$ cat src/rtl/led_pkg.sv
// Shared types and helpers for the board LED display arbiter and its round-robin picker.
package led_pkg;

    typedef enum logic [1:0] {IDLE, ARB, SHOW} arb_state_e;

    typedef logic [7:0] led_pattern_t;

    function automatic led_pattern_t LED_OFF(input logic polarity);
        return polarity ? 8'h00 : 8'hFF;
    endfunction

    function automatic int MS_PRESCALE(input int clk_in_mhz);
        return clk_in_mhz * 1000;
    endfunction

endpackage

$ cat src/rtl/led_rr_pick.sv
// Combinational round-robin picker: first set request after i_last, wrapping; zero latency.
module led_rr_pick #(
    parameter int N = 4,
    parameter int W = $clog2(N)
) (
    input  logic [N-1:0] i_req,
    input  logic [W-1:0] i_last,
    output logic         o_found,
    output logic [W-1:0] o_next
);

    always_comb begin
        int w_cand;
        w_cand  = 0;
        o_found = 1'b0;
        o_next  = i_last;
        // Offset N revisits i_last itself, so a lone requester can be re-granted.
        for (int k = 1; k <= N; k++) begin
            w_cand = (int'(i_last) + k) % N;
            if (!o_found && i_req[W'(w_cand)]) begin
                o_found = 1'b1;
                o_next  = W'(w_cand);
            end
        end
    end

endmodule

$ cat src/rtl/led_display_arbiter.sv
// Round-robin share of the 8-LED display with minimum dwell; display_o lags pattern_i by 1 cycle.
// `SIM makes 1 ms = 1 cycle; `LED_DIM_PWM_EN adds brightness_i PWM dimming.
module led_display_arbiter
    import led_pkg::*;
#(
    parameter int   NUM_REQ      = 4,
    parameter int   CLK_IN_MHZ   = 125,
    parameter int   DWELL_MS     = 2000,
    parameter logic LED_POLARITY = 1'b0
) (
    input  logic                       clk_i,
    input  logic                       rstn_i,
    input  logic [NUM_REQ-1:0]         req_i,
    input  logic [NUM_REQ*8-1:0]       pattern_i,
`ifdef LED_DIM_PWM_EN
    input  logic [3:0]                 brightness_i,
`endif
    output logic [NUM_REQ-1:0]         gnt_o,
    output logic [$clog2(NUM_REQ)-1:0] active_idx_o,
    output logic                       dwell_done_o,
    output logic [7:0]                 display_o
);

    localparam int           IW    = $clog2(NUM_REQ);
    localparam led_pattern_t OFF   = LED_OFF(LED_POLARITY);
    localparam logic [15:0]  DWELL = 16'(DWELL_MS);

    arb_state_e   r_state;
    arb_state_e   w_state_nxt;
    logic [IW-1:0] r_idx;
    logic [15:0]  r_dwell;
    led_pattern_t r_disp;

    logic          w_ms_tick;
    logic          w_found;
    logic [IW-1:0] w_pick_idx;
    logic          w_dwell_done;
    logic          w_req_act;
    logic          w_other_req;
    logic [NUM_REQ-1:0] w_onehot;
    led_pattern_t  w_pat;
    led_pattern_t  w_pat_lit;

`ifdef SIM
    assign w_ms_tick = 1'b1;
`else
    localparam int PRE = MS_PRESCALE(CLK_IN_MHZ);
    localparam int PW  = $clog2(PRE);
    logic [PW-1:0] r_pre;

    always_ff @(posedge clk_i or negedge rstn_i) begin
        if (!rstn_i)             r_pre <= '0;
        else if (w_ms_tick)      r_pre <= '0;
        else                     r_pre <= r_pre + 1'b1;
    end

    assign w_ms_tick = (r_pre == PW'(PRE - 1));
`endif

    led_rr_pick #(.N(NUM_REQ), .W(IW)) u_pick (
        .i_req   (req_i),
        .i_last  (r_idx),
        .o_found (w_found),
        .o_next  (w_pick_idx)
    );

    assign w_onehot     = NUM_REQ'(1) << r_idx;
    assign w_req_act    = |(req_i & w_onehot);
    assign w_other_req  = |(req_i & ~w_onehot);
    assign w_dwell_done = (r_dwell == DWELL);
    assign w_pat        = pattern_i[{r_idx, 3'b000} +: 8];
    assign w_pat_lit    = LED_POLARITY ? w_pat : ~w_pat;

    always_ff @(posedge clk_i or negedge rstn_i) begin
        if (!rstn_i) r_state <= IDLE;
        else         r_state <= w_state_nxt;
    end

    // A dropped request wins over dwell expiry: the source no longer wants the display.
    always_comb begin
        w_state_nxt = r_state;
        unique case (r_state)
            IDLE:    if (|req_i) w_state_nxt = ARB;
            ARB:     w_state_nxt = w_found ? SHOW : IDLE;
            SHOW:    if (!w_req_act || (w_dwell_done && w_other_req)) w_state_nxt = ARB;
            default: w_state_nxt = IDLE;
        endcase
    end

    always_comb begin
        gnt_o        = '0;
        dwell_done_o = 1'b0;
        if (r_state == SHOW) begin
            gnt_o        = w_onehot;
            dwell_done_o = w_dwell_done;
        end
    end

    // Display holds through ARB so a switch never flashes the LEDs off.
    always_ff @(posedge clk_i or negedge rstn_i) begin
        if (!rstn_i) begin
            r_idx   <= IW'(NUM_REQ - 1);
            r_dwell <= '0;
            r_disp  <= OFF;
        end else begin
            unique case (r_state)
                IDLE: begin
                    r_disp  <= OFF;
                    r_dwell <= '0;
                end
                ARB: begin
                    if (w_found) begin
                        r_idx   <= w_pick_idx;
                        r_dwell <= '0;
                    end
                end
                SHOW: begin
                    r_disp <= w_pat_lit;
                    if (w_dwell_done && w_req_act && !w_other_req)
                        r_dwell <= '0;
                    else if (w_ms_tick && !w_dwell_done)
                        r_dwell <= r_dwell + 16'd1;
                end
                default: ;
            endcase
        end
    end

    assign active_idx_o = r_idx;

`ifdef LED_DIM_PWM_EN
    logic [3:0] r_pwm;

    always_ff @(posedge clk_i or negedge rstn_i) begin
        if (!rstn_i) r_pwm <= '0;
        else         r_pwm <= r_pwm + 4'd1;
    end

    // Unlit LEDs already equal OFF, so blanking the whole word only dims lit ones.
    assign display_o = (r_pwm < brightness_i) ? r_disp : OFF;
`else
    assign display_o = r_disp;
`endif

endmodule

$ cat config.mk
export PLATFORM = sky130hd
export DESIGN_NAME = led_display_arbiter
export DESIGN_NICKNAME = d
export VERILOG_FILES = /design/src/rtl/led_pkg.sv /design/src/rtl/led_rr_pick.sv /design/src/rtl/led_display_arbiter.sv
export SDC_FILE = /design/constraint.sdc
export NUM_CORES = 1
export LEC_CHECK = 0
export ABC_AREA = 1
export ABC_CLOCK_PERIOD_IN_PS = 2650
export CAP_MARGIN = 0
export CORE_MARGIN = 2
export CORE_UTILIZATION = 31
export DETAILED_ROUTE_END_ITERATION = 8
export PLACE_DENSITY = 0.57
export SYNTH_ARGS = -nofsm -noshare
export SYNTH_HDL_FRONTEND = slang
export SYNTH_SLANG_ARGS = --single-unit
$ cat constraint.sdc
create_clock -name clk_i -period 2.65 [get_ports clk_i]
set_input_delay 0.53 -clock clk_i [delete_from_list [all_inputs] [get_ports clk_i]]
set_output_delay 0.53 -clock clk_i [all_outputs]
set_load 0.005 [all_outputs]
==> After elaboration in Yosys (flattened, before gate mapping) <==
Cells that the tools add are included.
{ "totals": {"reg_bits": 45, "latch_bits": 0, "ramBits": 0, "mem_bits_ro": 0, "inputBits": 38, "wordCells": 85, "memories": 0} }
{ "classes": {"add_sub_neg": 6, "mul": 0, "div": 0, "order_cmp": 4, "n_eq_ne": 8, "n_shift": 2, "n_mux": 32, "bitwise_logic": 4, "reduce_logical": 24} }
{ "ops": {"columns": ["operator", "count"], "rows": [
  ["16-bit 2-to-1 mux", 3],
  ["16-bit case mux with 3 select lines", 1],
  ["32-bit by 6-bit variable part select with 8-bit output", 1],
  ["17-bit by 1-bit adder with 17-bit output (second input constant)", 1],
  ["17-bit == test (second input constant)", 1],
  ["17-bit 2-to-1 mux", 1],
  ["16-bit by 1-bit adder with 16-bit output (second input constant)", 1],
  ["16-bit by 11-bit == test with 1-bit output (second input constant)", 1],
  ["2-bit by 4-bit < comparator with 1-bit output (second input constant)", 4],
  ["8-bit case mux with 2 select lines", 1],
  ["2-bit 2-to-1 mux", 7],
  ["1-bit 2-to-1 mux", 13],
  ["4-bit OR reduction", 3],
  ["4-bit AND", 2],
  ["1-bit binary-select mux with 2-bit select", 4],
  ["8-bit inverter", 1],
  ["1-bit logical AND", 7],
  ["1-bit logical NOT", 6],
  ["2-bit != test (second input constant)", 3],
  ["2-bit case mux with 3 select lines", 1],
  ["3-bit AND reduction", 2],
  ["2-bit by 1-bit adder with 2-bit output (second input constant)", 2],
  ["2-bit adder (second input constant)", 2],
  ["4-bit 2-to-1 mux", 1],
  ["other kinds (11)", 11]
]} }

==> Depth between registers and ports, before layout <==
Gate-level depths: netlist of run 1.
{ "logic_depth": {"depth_word": 16, "mapped_depth": 16, "mapped_depth_nobuf": 14} }

==> Hierarchy <==
From an unflattened synthesis of run 1, not the netlist that was laid out.
{ "hier_totals": {"cells_unflattened": 486, "hier_area_um2": 3150.5} }
{ "by_module_without_submodules": {"columns": ["module", "instances", "cells_per_inst", "area_per_inst_um2", "seq_area_each_um2"], "rows": [
  ["led_display_arbiter", 1, 440, 2919.0, 1138.6],
  ["led_rr_pick", 1, 46, 231.5, 0.0]
]} }

==> Worst setup path after synthesis of run 1 <==
Ideal clock, no wire load.
{ "synth_timing": {"path_kind": "register to register", "from": "register r_idx[0] (netlist: active_idx_o[0])", "to": "register r_dwell[12]", "setup_time_ns": 0.116, "arrival_time_ns": 1.918, "slack_ns": 0.615, "path_stages_with_launch": 15, "path_buffers": 2, "synth_period_minus_slack_ns": 2.035, "path_cell_list": "dfstp_2 -> inv_1 -> clkbuf_1 -> ha_1 -> nand2_1 -> nand2_1 -> nor2_1 -> nor2_1 -> nand2_2 -> nand3_2 -> nand2_2 -> nand2_4 -> buf_12 -> nand2_2 -> nand2_1"} }
{ "synth_between": {"elab_chain_len": 16, "word_cells_on_any_way": 40, "cone_classes": "4 x add/sub; 2 x eq/ne; 1 x shift; 18 x mux; 3 x bitwise; 12 x reduce/logical"} }
{ "synth_rtl": {"columns": ["item", "line", "source"], "rows": [
  ["from (decl)", "led_display_arbiter.sv:30", "logic [IW-1:0] r_idx;"],
  ["from (signal assigned)", "led_display_arbiter.sv:102", "r_idx <= IW'(NUM_REQ - 1);"],
  ["from (signal assigned)", "led_display_arbiter.sv:113", "r_idx <= w_pick_idx;"],
  ["2-bit by 1-bit adder with 2-bit output", "led_rr_pick.sv:19", "w_cand = (int'(i_last) + k) % N;"],
  ["1-bit binary-select mux with 2-bit select", "led_rr_pick.sv:20", "if (!o_found && i_req[W'(w_cand)]) begin"],
  ["1-bit 2-to-1 mux (not written as such) (2 in series)", "led_rr_pick.sv:20", null],
  ["1-bit 2-to-1 mux", "led_rr_pick.sv:20", null],
  ["1-bit logical NOT", "led_rr_pick.sv:20", null],
  ["1-bit logical AND", "led_rr_pick.sv:20", null],
  ["1-bit 2-to-1 mux", "led_rr_pick.sv:20", null],
  ["1-bit logical NOT", "led_rr_pick.sv:20", null],
  ["1-bit logical AND", "led_rr_pick.sv:20", null],
  ["1-bit 2-to-1 mux", "led_rr_pick.sv:20", null],
  ["1-bit logical NOT", "led_rr_pick.sv:20", null],
  ["1-bit logical AND", "led_rr_pick.sv:20", null],
  ["1-bit 2-to-1 mux", "led_rr_pick.sv:20", null],
  ["2-bit != test (no line)", null, null],
  ["3-bit AND reduction (no line)", null, null],
  ["to (signal assigned)", "led_display_arbiter.sv:122", "r_dwell <= r_dwell + 16'd1;"],
  ["to (decl)", "led_display_arbiter.sv:31", "logic [15:0] r_dwell;"]
]} }
Several ways; a longest one is shown, not always the timed one. The select of a mux whose other input is x is not followed.
A chain may end at the register's enable or synchronous reset.

==> Worst setup path after layout of run 1 <==
{ "layout_timing": {"from": "register r_dwell[0]", "to": "output dwell_done_o"} }
{ "layout_between": {"elab_chain_len": 2} }
{ "layout_rtl": {"columns": ["item", "line", "source"], "rows": [
  ["16-bit by 11-bit == test with 1-bit output", "led_display_arbiter.sv:70", "assign w_dwell_done = (r_dwell == DWELL);"],
  ["1-bit 2-to-1 mux", "led_display_arbiter.sv:93", "if (r_state == SHOW) begin"],
  ["to (decl)", "led_display_arbiter.sv:20", "output logic dwell_done_o,"]
]} }
Every way passes these cells.

==> results of run 1 <==
-- final cells by class --
type                       count  area, µm²  share of cell area, %
clock buffer                   5       68.8                   1.66
tap                          140        175                   4.22
multi-input combinational    381       1890                   45.4
sequential                    45       1140                   27.5
inverter                      77        289                   6.96
timing repair buffer          59        568                   13.7
clock inverter                 3       22.5                  0.542
-- final timing paths --
kind | from | to | slack [ps] | cells past startpoint
setup / recovery | r_dwell[0] | dwell_done_o | 140 | 7
hold / removal | rstn_i | r_dwell[10] | 320 | 1
setup reg to reg | active_idx_o[1] | r_dwell[8] | 500 | 12
hold reg to reg | r_pre[0] | r_pre[0] | 460 | 1
max in group asynchronous | rstn_i | display_o[2] | 1600 | 2
min in group clk_i | r_pre[0] | r_pre[0] | 460 | 1
-- power by group --
group	switching, W	total [W]	leakage (nW)	internal [W]
combinational	0.000795	0.00132	1.31	0.000528
sequential	0.0000867	0.000897	0.575	0.000811
clock	0.000256	0.000444	0.0481	0.000187
total	0.00114	0.00266	1.93	0.00153
-- cells in the mapped netlist --
cell type | number | area share, %
a21oi_1 | 10 | 1.5
and3_1 | 1 | 0.18
buf_1 | 1 | 0.11
buf_12 | 1 | 0.59
buf_2 | 5 | 0.74
buf_4 | 2 | 0.44
buf_6 | 1 | 0.33
clkbuf_1 | 3 | 0.33
dfrtp_1 | 35 | 26
dfstp_2 | 10 | 7.7
ha_1 | 8 | 2.9
inv_1 | 69 | 7.6
inv_2 | 8 | 0.88
mux2i_1 | 1 | 0.29
mux2i_2 | 1 | 0.41
nand2_1 | 154 | 17
nand2_2 | 17 | 3.1
nand2_4 | 1 | 0.33
nand3_1 | 36 | 5.3
nand3_2 | 2 | 0.59
nand3_4 | 1 | 0.52
nand3b_1 | 4 | 0.88
nand4_1 | 9 | 1.7
nor2_1 | 72 | 8.0
nor2_2 | 5 | 0.92
nor2_4 | 2 | 0.66
nor3_1 | 5 | 0.74
nor3b_1 | 2 | 0.44
nor4_1 | 4 | 0.74
o211a_1 | 1 | 0.29
o21a_1 | 1 | 0.22
o21ai_0 | 22 | 3.2
o21ai_1 | 1 | 0.15
o21bai_1 | 2 | 0.44
or2_0 | 1 | 0.18
xor2_1 | 18 | 4.6
-- placed cells by master, fill, tap and decap left out, types with 6 or more instances in the layout --
cell	count
clkdlybuf4s50_1	51
nand4_1	9
nand2_2	18
nor2_1	71
nand2_1	153
nand3_1	36
xor2_1	18
o21ai_0	22
ha_1	7
nor2_2	6
buf_4	7
a21oi_1	10
inv_2	9
dfstp_2	9
dfrtp_1	34
inv_1	68
-- sequential cells by signal (all words and copies together) (netlist names) --
name          cells
r_state           2
r_pre            17
r_dwell          16
active_idx_o      2
display_o         8
-- worst register-to-register path: stages, from the launching register on --
cell and delay (ps):
dfstp_4 720, inv_2 130, ha_1 220, nand2_1 70, nand2_1 50, nor2_1 180, nor2_1 80, nand2_2 90
nand3_2 70, nand2_2 80, nand2_4 160, nand2_1 120, nand2_1 50
-- metrics by stage --
stage | setup WS (ps) | cells | utilization [%] | cell area [µm²] | power (W)
final | 137 | 710 | 38.7 | 4160 | 0.00266
after global routing | 1.81 | 710 | 38.7 | 4160 | 0.00295
after CTS | 33.2 | 708 | 38.4 | 4130 | 0.00269
after detailed placement | 378 | 700 | 37.6 | 4040 | 0.00222
after global placement | 426 | 700 | 37.6 | 4040 | 0.00220
after floorplan | 615 | 516 | - | 3390 | 0.00184
-- routing by layer --
| layer | up-vias | GRT usage, % | part of all wire [%] |
|---|---|---|---|
| met4 | 0 | 4.30 | 1.2 |
| li1 | 1692 | - | - |
| met5 | - | 0 | 0 |
| met2 | 61 | 26.9 | 48 |
| met1 | 1493 | 19.5 | 47 |
| met3 | 8 | 3.41 | 4.0 |
-- cell families (layout without fill, tap and decap cells) --
kind of cell | count (synthesis) | count (layout) | share of synthesized area (%)
fa+ha+maj | 8 | 8 | 2.95
mux | 2 | 2 | 0.700
buf+inv | 90 | 144 | 11.1
compound gates | 37 | 37 | 5.82
flops | 45 | 45 | 33.5
simple gates | 316 | 316 | 41.3
xor+xnor | 18 | 18 | 4.64
-- what timing repair did --
| action | CTS | global route |
|---|---|---|
| gates resized for setup | 0 | 6 |
| setup buffers | 0 | 2 |
| hold buffers | 0 | 0 |
| endpoints found under the setup margin | 0 | 2 |
==> metrics.md, run 1 <==
| Metric | Value |
|---|---|
| Slew margin rel. | 41.6% |
| Sink Count | 45 |
| Post-DP HPWL | 6.39 mm |
| Later-pin clock latency in the skew report | 310 ps |
| Layout area overhead | 22.4% |
| Root buf cell | clkbuf_8 |
| Starting Density | 31.6% |
| Status | complete, no violations |
| Share of cells above drive strength 1 | 11.9% |
| Port Buffers | 52 |
| CTS Buffer Depth | 2 |
| Net Count, Synth | 562 |
| First-pass GRT wire length | 14.7 mm |
| Sequential share of the synthesized area | 33.5% |
| Post-route ant nets | 0 |
| Clk slew on worst S/H paths | 90 ps |
| TritonCTS clock tree | done |
| Static leakage | 1.93 nW |
| Max cap viols | 0 |
| Cts bufs inserted | 5 |
| Initial antenna violation count | 0 |
| GRT Total Usage | 15.5% |
| Routability Congestion | 0.917 |
| Critical path buffers and inverters | 2 |
| Worst VDD drop | 0.286 mV |
| H-tree depth | 2 |
| Worst Path Required | 2120 ps |
| HP Class | primary input to async pin |
| Hold Violations, Final | 0 |
| Site row count | 38 |
| Final Critical Period | 2510 ps |
| Synthesized area | 0.00339 mm² |
| Number of global-route vias before repair | 3188 |
| Largest net degree at the start of global routing | 39 |
| Syn Area/Cell | 6.58 µm² |
| Remaining global-route overflow | 0 |
| RSZ-0062 raised after global routing | false |
| Achievable frequency | 0.398 GHz |
| Yosys warning count | 0 |
| Core footprint | 0.0107 mm² |
| Initial drt markers | 160 |
| Routed via count | 3254 |
| Worst Path Arrival | 1980 ps |
| Setup crit end kind | output port |
| Crit Path Max Fanout | 4 |
| Filler cell count | 1176 |
| TritonRoute pass-1 iters | 4 |
| CP max stage delay | 510 ps |
| Synthesis-stage register bit count | 45 |
| Die width | 109 µm |
| CP max-delay cell | clkdlybuf4s50_1 |
| Drt total wl | 8.36 mm |
| Cell family with most CP delay | buffers and inverters |
| Final setup TNS | 0 ps |
| Syn Inst Count | 516 |
| Power per cell area | 641 mW/mm² |
| # diodes | 0 |
| Io pins | 53 |
| Final hold slack | 325 ps |
| Overall die height | 109 µm |
| Number of distinct library cells after synthesis | 36 |
| Full die area | 0.0118 mm² |
| Crit path kind | register to output port |
| Worst Setup Start Kind | register |
| Final setup vio count | 0 |
| Crit path cell chain | inv_2 > ha_2 > nand3_1 > nor2_2 > nand2_2 > nor2_1 > clkdlybuf4s50_1 |
| Routed wire per std cell | 11.8 µm |
| Worst-Margin Slew | 876 ps |
| Setup Skew | 12.7 ps |
| # nets final | 615 |
| Period utilization | 94.8% |
| Slew Viols, Final | 0 |
| DR DRC count | 0 |
| Via density | 4.58 |
(Power assumes the default switching activity.)
==> run 2, diff against run 1 <==
--- a/config.mk
+++ b/config.mk
@@ -11,6 +11,7 @@
 export CORE_MARGIN = 2
 export CORE_UTILIZATION = 31
 export DETAILED_ROUTE_END_ITERATION = 8
+export GPL_ROUTABILITY_DRIVEN = 0
 export PLACE_DENSITY = 0.57
 export SYNTH_ARGS = -nofsm -noshare
 export SYNTH_HDL_FRONTEND = slang
==> results of run 2 <==
No change in the layout: final DEF, timing and power equal those of run 1.
==> run 3, diff against run 2 <==
--- a/config.mk
+++ b/config.mk
@@ -8,6 +8,7 @@
 export ABC_AREA = 1
 export ABC_CLOCK_PERIOD_IN_PS = 2650
 export CAP_MARGIN = 0
+export CORE_ASPECT_RATIO = 0.8
 export CORE_MARGIN = 2
 export CORE_UTILIZATION = 31
 export DETAILED_ROUTE_END_ITERATION = 8
==> run 3 against run 2 <==
  * Non-clock buffer count down 2
  * Worst setup slack better by 15 ps
  * Final area up 0.96%
  * Power up 6.9%
  * Sequential power up 2%
  * First-iteration DRC count up 19%
  * Via count up 0.12%
  * Largest power group unchanged
  * Worst hold slack worse by 170 ps
  * Fmax up 0.61%
  * Combinational power about the same
  * Cell count up 0.28%
==> metrics.md, run 3 (synthesis gave the netlist of run 1 again) <==
| Metric | Value |
|---|---|
| Status | complete, no violations |
| Crit path kind | register to output port |
| Final non-filler cell total | 712 (+0.28%) |
| Later-pin clock latency in the skew report | 290 ps (-20 ps) |
| Most frequent cells in the layout | nand2_1 (154), nor2_1 (72), inv_1 (69) |
| Crit Path Max Fanout | 5 (+1) |
| Crit path depth | 7 (unchanged) |
| Area occupied by multi-input gates | 0.00188 mm² (-0.26%) |
| Largest net degree at the start of global routing | 29 (-26%) |
| CTS Buffer Depth | 2 (unchanged) |
| Initial antenna violation count | 0 (unchanged) |
| Site row count | 34 (-11%) |
| Initial drt markers | 191 (+19%) |
| First-pass GRT wire length | 14.6 mm (-0.84%) |
| TritonRoute pass-1 iters | 4 (unchanged) |
| Post-DP HPWL | 6.46 mm (+1.1%) |
| Power per cell area | 679 mW/mm² (+5.9%) |
| Full die area | 0.0118 mm² (about the same) |
| Routed via count | 3258 (+0.12%) |
| H-tree depth | 2 (unchanged) |
| Period utilization | 94.2% (-0.57 points) |
| Filler cell count | 1133 (-3.7%) |
| Crit path cell chain | inv_1 > ha_2 > nand3_1 > nor2_1 > nand2_1 > nor2_1 > clkdlybuf4s50_1 |
| Achievable frequency | 0.400 GHz (+0.61%) |
| Final setup TNS | 0 ps (unchanged) |
| Layout area overhead | 23.6% |
| Worst VDD drop | 0.310 mV (+8.3%) |
| Starting Density | 31.5% (-0.051 points) |
| Max cap viols | 0 (unchanged) |
| Reg area | 0.00114 mm² (unchanged) |
| Root buf cell | clkbuf_16 |
| Core footprint | 0.0108 mm² (+0.16%) |
| Share of cells above drive strength 1 | 11.1% (-0.84 points) |
| Post-route ant nets | 0 (unchanged) |
| Commonest non-fill, non-tap cell in the layout | nand2_1 |
| Static leakage | 1.94 nW (+0.61%) |
| Worst Path Arrival | 1970 ps (about the same) |
| Worst Path Required | 2120 ps (about the same) |
| Top sig layer | met4 |
| Number of global-route vias before repair | 3054 (-4.2%) |
| Port Buffers | 52 (unchanged) |
| GRT Total Usage | 15.3% (-0.26 points) |
| DR DRC count | 0 (unchanged) |
| # nets final | 613 (-0.33%) |
| Routed wire per std cell | 12.0 µm (+1.9%) |
| Slew margin rel. | 68.1% (+26 points) |
| Remaining global-route overflow | 0 (unchanged) |
| Drt total wl | 8.55 mm (+2.2%) |
| R2R cell count | 12 (unchanged) |
| Wl on met1 | 4.30 mm (+10%) |
| Worst Setup Start Kind | register |
| Wire length on met2 | 3.78 mm (-6.1%) |
| CP max-delay cell | clkdlybuf4s50_1 |
| HP Class | primary input to async pin |
| Slew Viols, Final | 0 (unchanged) |
| Cell mode on critical path | nor2_1 |
| Placed insts | 703 (+0.43%) |
| Detail Route met3 WL | 414 µm (+23%) |
| Sink Count | 45 (unchanged) |
| TritonCTS clock tree | done |
| # diodes | 0 (unchanged) |
| Clk slew on worst S/H paths | 70 ps (-20 ps) |
| RSZ-0062 raised after global routing | false |
| Via density | 4.58 (-0.16%) |
| Overall die height | 97.6 µm (-10%) |
| Largest reg by FF count | r_pre |
| Final Critical Period | 2500 ps (-15.2 ps) |
| Setup Skew | 5.51 ps (-7.19 ps) |
| Hold Buf Count CTS | 0 (unchanged) |
| Setup crit end kind | output port |
| Final setup vio count | 0 (unchanged) |
| Cell family with most CP delay | buffers and inverters |
| Critical path buffers and inverters | 2 (unchanged) |
| Max reg flops | 17 (unchanged) |
| Hold Violations, Final | 0 (unchanged) |
| CP max stage delay | 510 ps (about the same) |
| Cts bufs inserted | 5 (unchanged) |
| Design Power | 0.00285 W (+6.9%) |
| Worst-Margin Slew | 474 ps (-402 ps) |
| Die width | 121 µm (+11%) |
| Io pins | 53 (unchanged) |
-- run 3: cell types whose count changed in the layout (fill, tap and decap cells not counted), sizes merged --
| cell | change |
|---|---|
| buf | -2 |
| clkinv | -2 |
| clkinvlp | +1 |
| inv | +1 |
-- run 3: path summary, 6_finish.rpt --
check	slack (ps)	to	start
max	150	dwell_done_o	r_dwell[0]
min	160	r_pre[3]	rstn_i
max reg2reg	460	r_dwell[10]	active_idx_o[0]
min reg2reg	460	r_pre[0]	r_pre[0]
max in group asynchronous	1750	active_idx_o[0]	rstn_i
min in group clk_i	460	r_pre[0]	r_pre[0]
-- run 3: what timing repair did --
item / 4_1_cts / 5_1_grt
endpoints found under the setup margin: 0 / 2
gates resized for setup: 0 / 3
setup buffers: 0 / 1
-- run 3: cell type report --
type / instances / share of cell area, %
inverter: 77 / 6.89
tap: 144 / 4.29
sequential: 45 / 27.3
timing repair buffer: 57 / 13.2
clock inverter: 3 / 0.507
multi-input combinational: 381 / 44.9
clock buffer: 5 / 2.98
-- run 3: power by group --
group	switching (W)	internal, W	leakage [nW]
Combinational	0.000791	0.000510	1.30
Sequential	0.0000990	0.000812	0.575
Clock	0.000284	0.000351	0.0702
Total	0.00117	0.00167	1.94
-- run 3: metal layers --
| layer | track usage [%] | vias up |
|---|---|---|
| li1 | - | 1698 |
| met4 | 3.94 | 0 |
| met3 | 2.93 | 8 |
| met2 | 23.0 | 68 |
| met1 | 22.3 | 1484 |
| met5 | 0 | - |
-- run 3: through the flow --
| stage | setup WS (ps) | instance area, µm² | hold WS, ps | utilization (%) |
|---|---|---|---|---|
| global route | 5.36 | 4200 | 178 | 39.0 |
| detailed placement | 412 | 4030 | 450 | 37.5 |
| floorplan | 615 | 3390 | 234 | - |
| global placement | 428 | 4030 | 453 | 37.5 |
| finish | 153 | 4200 | 156 | 39.0 |
| CTS | 95.2 | 4180 | 167 | 38.8 |
==> RTL change 1 (config.mk and constraints of run 1) <==
Set the parameter `DWELL_MS` to 1500 (it was 2000).
--- a/src/rtl/led_display_arbiter.sv
+++ b/src/rtl/led_display_arbiter.sv
@@ -7,3 +7,3 @@
     parameter int   CLK_IN_MHZ   = 125,
-    parameter int   DWELL_MS     = 2000,
+    parameter int   DWELL_MS     = 1500,
     parameter logic LED_POLARITY = 1'b0
Check against the original RTL: same outputs for any inputs over 4 cycles, from zero or initial values and one cycle with rstn_i low; that may be too few to reach the edited logic, so the function may still have changed.
==> RTL change 1 against run 1 <==
  * Sequential power decreased by 3.5%
  * Critical endpoint is now gnt_o[1]
  * Via count increased by 1.5%
  * Synthesized area shrank 0.70%
  * Total power grew 1.6%
  * Fmax up 2.2%
  * Routed wire length is 0.79% higher
  * Non-clock buffer count up 1
  * Worst setup slack better by 0.055 ns
  * Design area increased by 0.48%
  * Sequential cell count did not move
==> RTL change 1: results (changes against run 1) <==
- Vias in the first global route: 3118 (-2.2%)
- VDD IR max: 0.3106 mV (+8.6%)
- Initial DRC Count: 175 (+9.4%)
- Largest net degree at the start of global routing: 34 (-13%)
- Outcome: finished, final reports clean
- YS warnings: 0 (unchanged)
- H-tree levels: 2 (unchanged)
- Initial antenna violation count: 0 (unchanged)
- Root Driver: clkbuf_8
- Layout cells sized above 1: 7.045% (-4.9 points)
- Skew-Pair Late Insertion Delay: 0.31 ns (about the same)
- Max reg flops: 17 (unchanged)
- Starting Density: 31.37% (-0.22 points)
- Port Buffers: 52 (unchanged)
- Worst EP arrival: 1.93 ns (-0.05 ns)
- Leakage power: 1.974 nW (+2.3%)
- First-pass GRT wire length: 14500 um (-1.5%)
- Cts bufs inserted: 5 (unchanged)
- Worst-case reg-to-reg path depth: 12 (unchanged)
- DR vias: 3303 (+1.5%)
- Flop2flop setup slack: 0.47 ns (-0.03 ns)
- WL final: 8430 um (+0.79%)
- Critical Path Fanout Max: 33 (+29)
- Clk buf depth: 2 (unchanged)
- Worst Hold Class: in -> async
- Syn Nets: 573 (+2.0%)
- Commonest cells in the netlist: 170 x nand2_1, 86 x nor2_1, 72 x inv_1, 37 x nand3_1, 35 x dfrtp_1
- Reg-to-reg startpoint: active_idx_o[0]$_DFFE_PN1P_
- Dominant cells by area after synthesis: dfrtp_1 26%, nand2_1 19%, nor2_1 9.6%
- Post-synth ARST share: 100.0% (unchanged)
- Layout net count: 627 (+2.0%)
- Final Skew: 0.01290 ns (+0.0002052 ns)
- Max_slew headroom: 62.53% (+21 points)
- Largest reg by FF count: r_pre
- FF-to-FF End: r_dwell[8]$_DFFE_PN0P_
- Dpl hpwl: 6574 um (+2.9%)
- Pre-CTS setup slack: 0.3914 ns (+0.01326 ns)
- Unique masters post-synth: 32 (-11%)
- DR pass1 iterations: 4 (unchanged)
- Hold_ws: 0.2058 ns (-0.1190 ns)
- GR Util All Layers: 15.46% (-0.078 points)
- Register area share after synthesis: 33.78% (+0.24 points)
- Routability cong.: 0.9398 (+2.5%)
- Top FF cell, synth: dfrtp_1
## RTL change 1: kinds of logic after synthesis
kind of cell             synth area share [%]
AO/OA/AOI/OAI                           5.494
XOR/XNOR                                4.937
AND/OR/NAND/NOR                         41.43
multiplexers                           0.5939
buffers and inverters                   10.80
flip-flops                              33.78
adder cells (fa/ha/maj)                 2.970
## RTL change 1: worst max path at each step
stage | from | to | slack (ns) | depth (start not counted)
2_1_floorplan | active_idx_o[0]$_DFFE_PN1P_ | r_dwell[14]$_DFFE_PN0P_ | 0.55 | 14
3_3_place_gp | r_dwell[0]$_DFFE_PN0P_ | dwell_done_o | 0.42 | 9
3_5_place_dp | r_dwell[0]$_DFFE_PN0P_ | dwell_done_o | 0.39 | 9
4_1_cts | r_dwell[0]$_DFFE_PN0P_ | dwell_done_o | 0.05 | 9
5_1_grt | active_idx_o[0]$_DFFE_PN1P_ | gnt_o[2] | 0.02 | 5
6_report | active_idx_o[0]$_DFFE_PN1P_ | gnt_o[1] | 0.19 | 5
## RTL change 1: final cells by class
cell class	count	area, um2
Multi-Input combinational cell	392	1871
Clock buffer	5	68.82
Sequential cell	45	1140
Inverter	77	289.0
Fill cell	1165	6570
Tap cell	140	175.2
Clock inverter	3	50.05
Timing Repair Buffer	60	581.8
## RTL change 1: timing repair
action | CTS | global route
buffers inserted | 0 | 0
endpoints found under the setup margin | 0 | 3
resized for setup | 0 | 4
hold endpoints to repair | 0 | 0
## RTL change 1: routing by layer
| metal | GRT usage (%) | wire (um) |
|---|---|---|
| met1 | 20.22 | 4118 |
| met2 | 25.97 | 3974 |
| met3 | 4.039 | 288 |
| met4 | 2.839 | 49 |
| met5 | 0 | 0 |
## RTL change 1: per-stage QoR
stage                     instances  cell area [um2]  utilization (%)
after CTS                       722             4165            38.76
final                           722             4175            38.86
after global placement          714             4046            37.66
after floorplan                 527             3371                -
after global routing            722             4175            38.86
after detailed placement        714             4046            37.66
## RTL change 1: critical path: stages, from the launching register on
cell and delay, ns:
dfstp_2 0.55, buf_6 0.22, ha_1 0.20, inv_1 0.05, nor2_1 0.10, clkdlybuf4s50_1 0.50
## RTL change 1: power breakdown
part / switching, mW / internal [mW]
registers: 0.0611 / 0.804
clock network: 0.264 / 0.289
logic: 0.778 / 0.510
==> RTL change 2 (config.mk and constraints of run 1) <==
Made on the original files. Encoding of `arb_state_e`: now one-hot (3 bits for 3 states).
--- a/src/rtl/led_pkg.sv
+++ b/src/rtl/led_pkg.sv
@@ -3,3 +3,3 @@
 
-    typedef enum logic [1:0] {IDLE, ARB, SHOW} arb_state_e;
+    typedef enum logic [2:0] {IDLE = 3'b001, ARB = 3'b010, SHOW = 3'b100} arb_state_e;
 
Behaviour: same outputs for any inputs over 4 cycles, from zero or initial values and one cycle with rstn_i low; so few cycles prove little.
==> RTL change 2 against run 1 <==
  * Design area is 0.24% higher
  * Synthesized area is 0.22% higher
  * Non-clock buffer count is 1 lower
  * Count of clock-buffer cells in the layout is 1 higher
  * Worst setup slack better by 0.048 ns
  * Total power is 1.9% lower
  * Sequential cell count is 1 higher
  * Fmax is 1.9% higher
  * Global-route usage is 1.3 points lower
  * Routed wire length is 8.1% lower
  * Hold slack worse by 0.094 ns
  * Synthesized cell count is 0.97% lower
  * Critical endpoint is now gnt_o[2]
  * Largest power group unchanged
==> RTL change 2: results (changes against run 1) <==
- Commonest cells in the netlist: 133 x nand2_1, 79 x inv_1, 57 x nor2_1, 56 x nand3_1, 35 x dfrtp_1
- VDD IR max: 0.5153 mV (+80%)
- GR Util All Layers: 14.19% (-1.3 points)
- Port Buffers: 52 (unchanged)
- Reg-to-reg startpoint: active_idx_o[0]$_DFFE_PN1P_
- GRT overflow: 0 (unchanged)
- Root Driver: clkbuf_8
- H-tree levels: 2 (unchanged)
- Clock slew at reported path FFs: 0.09 ns (about the same)
- Syn_area_per_cell: 6.658 um2 (+1.2%)
- Largest net degree at the start of global routing: 31 (-21%)
- Syn Nets: 557 (-0.89%)
- Routed wire length per instance: 10.89 um (-7.6%)
- Skew-Pair Late Insertion Delay: 0.30 ns
- Pre-CTS setup slack: 0.4396 ns (+0.06139 ns)
- Met2 wire length: 3416 um (-15%)
- Clk buf depth: 2 (unchanged)
- Met3 usage: 3.467% (+0.060 points)
- FF-to-FF End: r_dwell[10]$_DFFE_PN0P_
- Initial antenna violation count: 0 (unchanged)
- Cts bufs inserted: 5 (unchanged)
- Slowest-stage cell, CP: dfstp_2
- WL met1: 3766 um (-3.5%)
- Outcome: finished, final reports clean
- Vias per Instance: 4.489 (-2.1%)
- Max_slew headroom: 57.00% (+15 points)
- Worst-case reg-to-reg path depth: 13 (+1)
- Leakage power: 1.956 nW (+1.3%)
- DR pass1 iterations: 4 (unchanged)
- Final Skew: 0.007309 ns (-0.005390 ns)
- Filler instances: 1101 (-6.4%)
- Critical Path Fanout Max: 14 (+10)
- Largest reg by FF count: r_pre
- YS warnings: 0 (unchanged)
- ANT cells: 0 (unchanged)
- Initial DRC Count: 141 (-12%)
- ANT nets after route: 0 (unchanged)
- Flop2flop setup slack: 0.45 ns (-0.05 ns)
- Register area share after synthesis: 34.24% (+0.70 points)
- Layout cells sized above 1: 12.72% (+0.79 points)
- DR WL met3: 463 um (+37%)
- Dominant cells by area after synthesis: dfrtp_1 26%, nand2_1 15%, inv_1 8.7%
- Worst Setup Path Type: reg -> out
- Routability cong.: 0.8552 (-6.8%)
- Dpl hpwl: 6081 um (-4.8%)
- Final cell count without fillers: 706 (-0.56%)
- First-pass GRT wire length: 13810 um (-6.2%)
- Unique masters post-synth: 31 (-14%)
- Vias in the first global route: 3126 (-1.9%)
- DP Cell Count: 698 (-0.29%)
- GRT met1 Usage: 18.73% (-0.77 points)
- Crit-path max cell delay: 0.66 ns (+0.15 ns)
- Layout net count: 611 (-0.65%)
- Met2 Resource Use GR: 23.75% (-3.1 points)
==> RTL change 2: cell types whose count changed after synthesis, sizes merged, moves of 3 or more <==
cell | before | now
xor2 | 18 | 12
nand3b | 4 | 0
o21ai | 23 | 43
nor3 | 5 | 8
nand4 | 9 | 12
inv | 77 | 87
nand2 | 172 | 145
nand3 | 39 | 58
nor2 | 79 | 63
nor4 | 4 | 1
==> RTL change 2: layout make-up <==
| class | count | area, um2 | area share [%] |
|---|---|---|---|
| Clock buffer | 6 | 82.58 | 1.983 |
| Clock inverter | 2 | 12.51 | 0.3004 |
| Inverter | 89 | 335.3 | 8.050 |
| Multi-Input combinational cell | 365 | 1833 | 44.01 |
| Sequential cell | 46 | 1166 | 28.00 |
| Tap cell | 140 | 175.2 | 4.205 |
| Timing Repair Buffer | 58 | 560.5 | 13.46 |
==> RTL change 2: what timing repair did <==
action / in CTS / in global routing
endpoints found under the setup margin: 0 / 1
gates resized for setup: 0 / 2
setup buffers: 0 / 0
==> RTL change 2: power by group <==
part | internal, mW | switching, mW
sequential | 0.847 | 0.0769
clock | 0.210 | 0.244
combinational | 0.459 | 0.775
total | 1.52 | 1.10
==> RTL change 2: stage by stage <==
step | area [um2] | hold slack, ns
floorplan | 3402 | 0.2344
global placement | 4069 | 0.4475
detailed placement | 4069 | 0.4518
CTS | 4164 | 0.2531
global route | 4165 | 0.2844
finish | 4165 | 0.2308
==> RTL change 2: kinds of logic (layout without fill, tap and decap cells) <==
logic type / count (synthesis) / count (layout) / synth area share (%)
flops: 46 / 46 / 34.24
buf+inv: 100 / 155 / 11.88
fa+ha+maj: 8 / 8 / 2.942
simple gates: 289 / 289 / 37.77
mux: 1 / 1 / 0.2942
xor+xnor: 12 / 12 / 3.089
compound gates: 55 / 55 / 9.783
==> RTL change 2: worst max path at each step <==
stage / depth (start not counted) / start / endpoint / slack, ns
floorplan: 11 / active_idx_o[0]$_DFFE_PN1P_ / active_idx_o[1]$_DFFE_PN1P_ / 0.31
global placement: 7 / r_dwell[0]$_DFFE_PN0P_ / dwell_done_o / 0.47
detailed placement: 13 / active_idx_o[0]$_DFFE_PN1P_ / r_dwell[10]$_DFFE_PN0P_ / 0.44
CTS: 7 / r_dwell[0]$_DFFE_PN0P_ / dwell_done_o / 0.11
global route: 7 / r_dwell[0]$_DFFE_PN0P_ / dwell_done_o / 0.03
finish: 5 / active_idx_o[0]$_DFFE_PN1P_ / gnt_o[2] / 0.19
==> RTL change 2: worst reg2reg max path, cell delays in order, from the launching register on <==
cell and delay (ns):
dfstp_2 0.66, clkinv_1 0.18, ha_1 0.25, inv_1 0.07, nand2_1 0.05, nand2_1 0.06, inv_1 0.03, nand2_1 0.07
nor2_1 0.06, nand2_1 0.07, nand3_2 0.08, nand2_4 0.34, nand2_1 0.14, o21ai_2 0.08
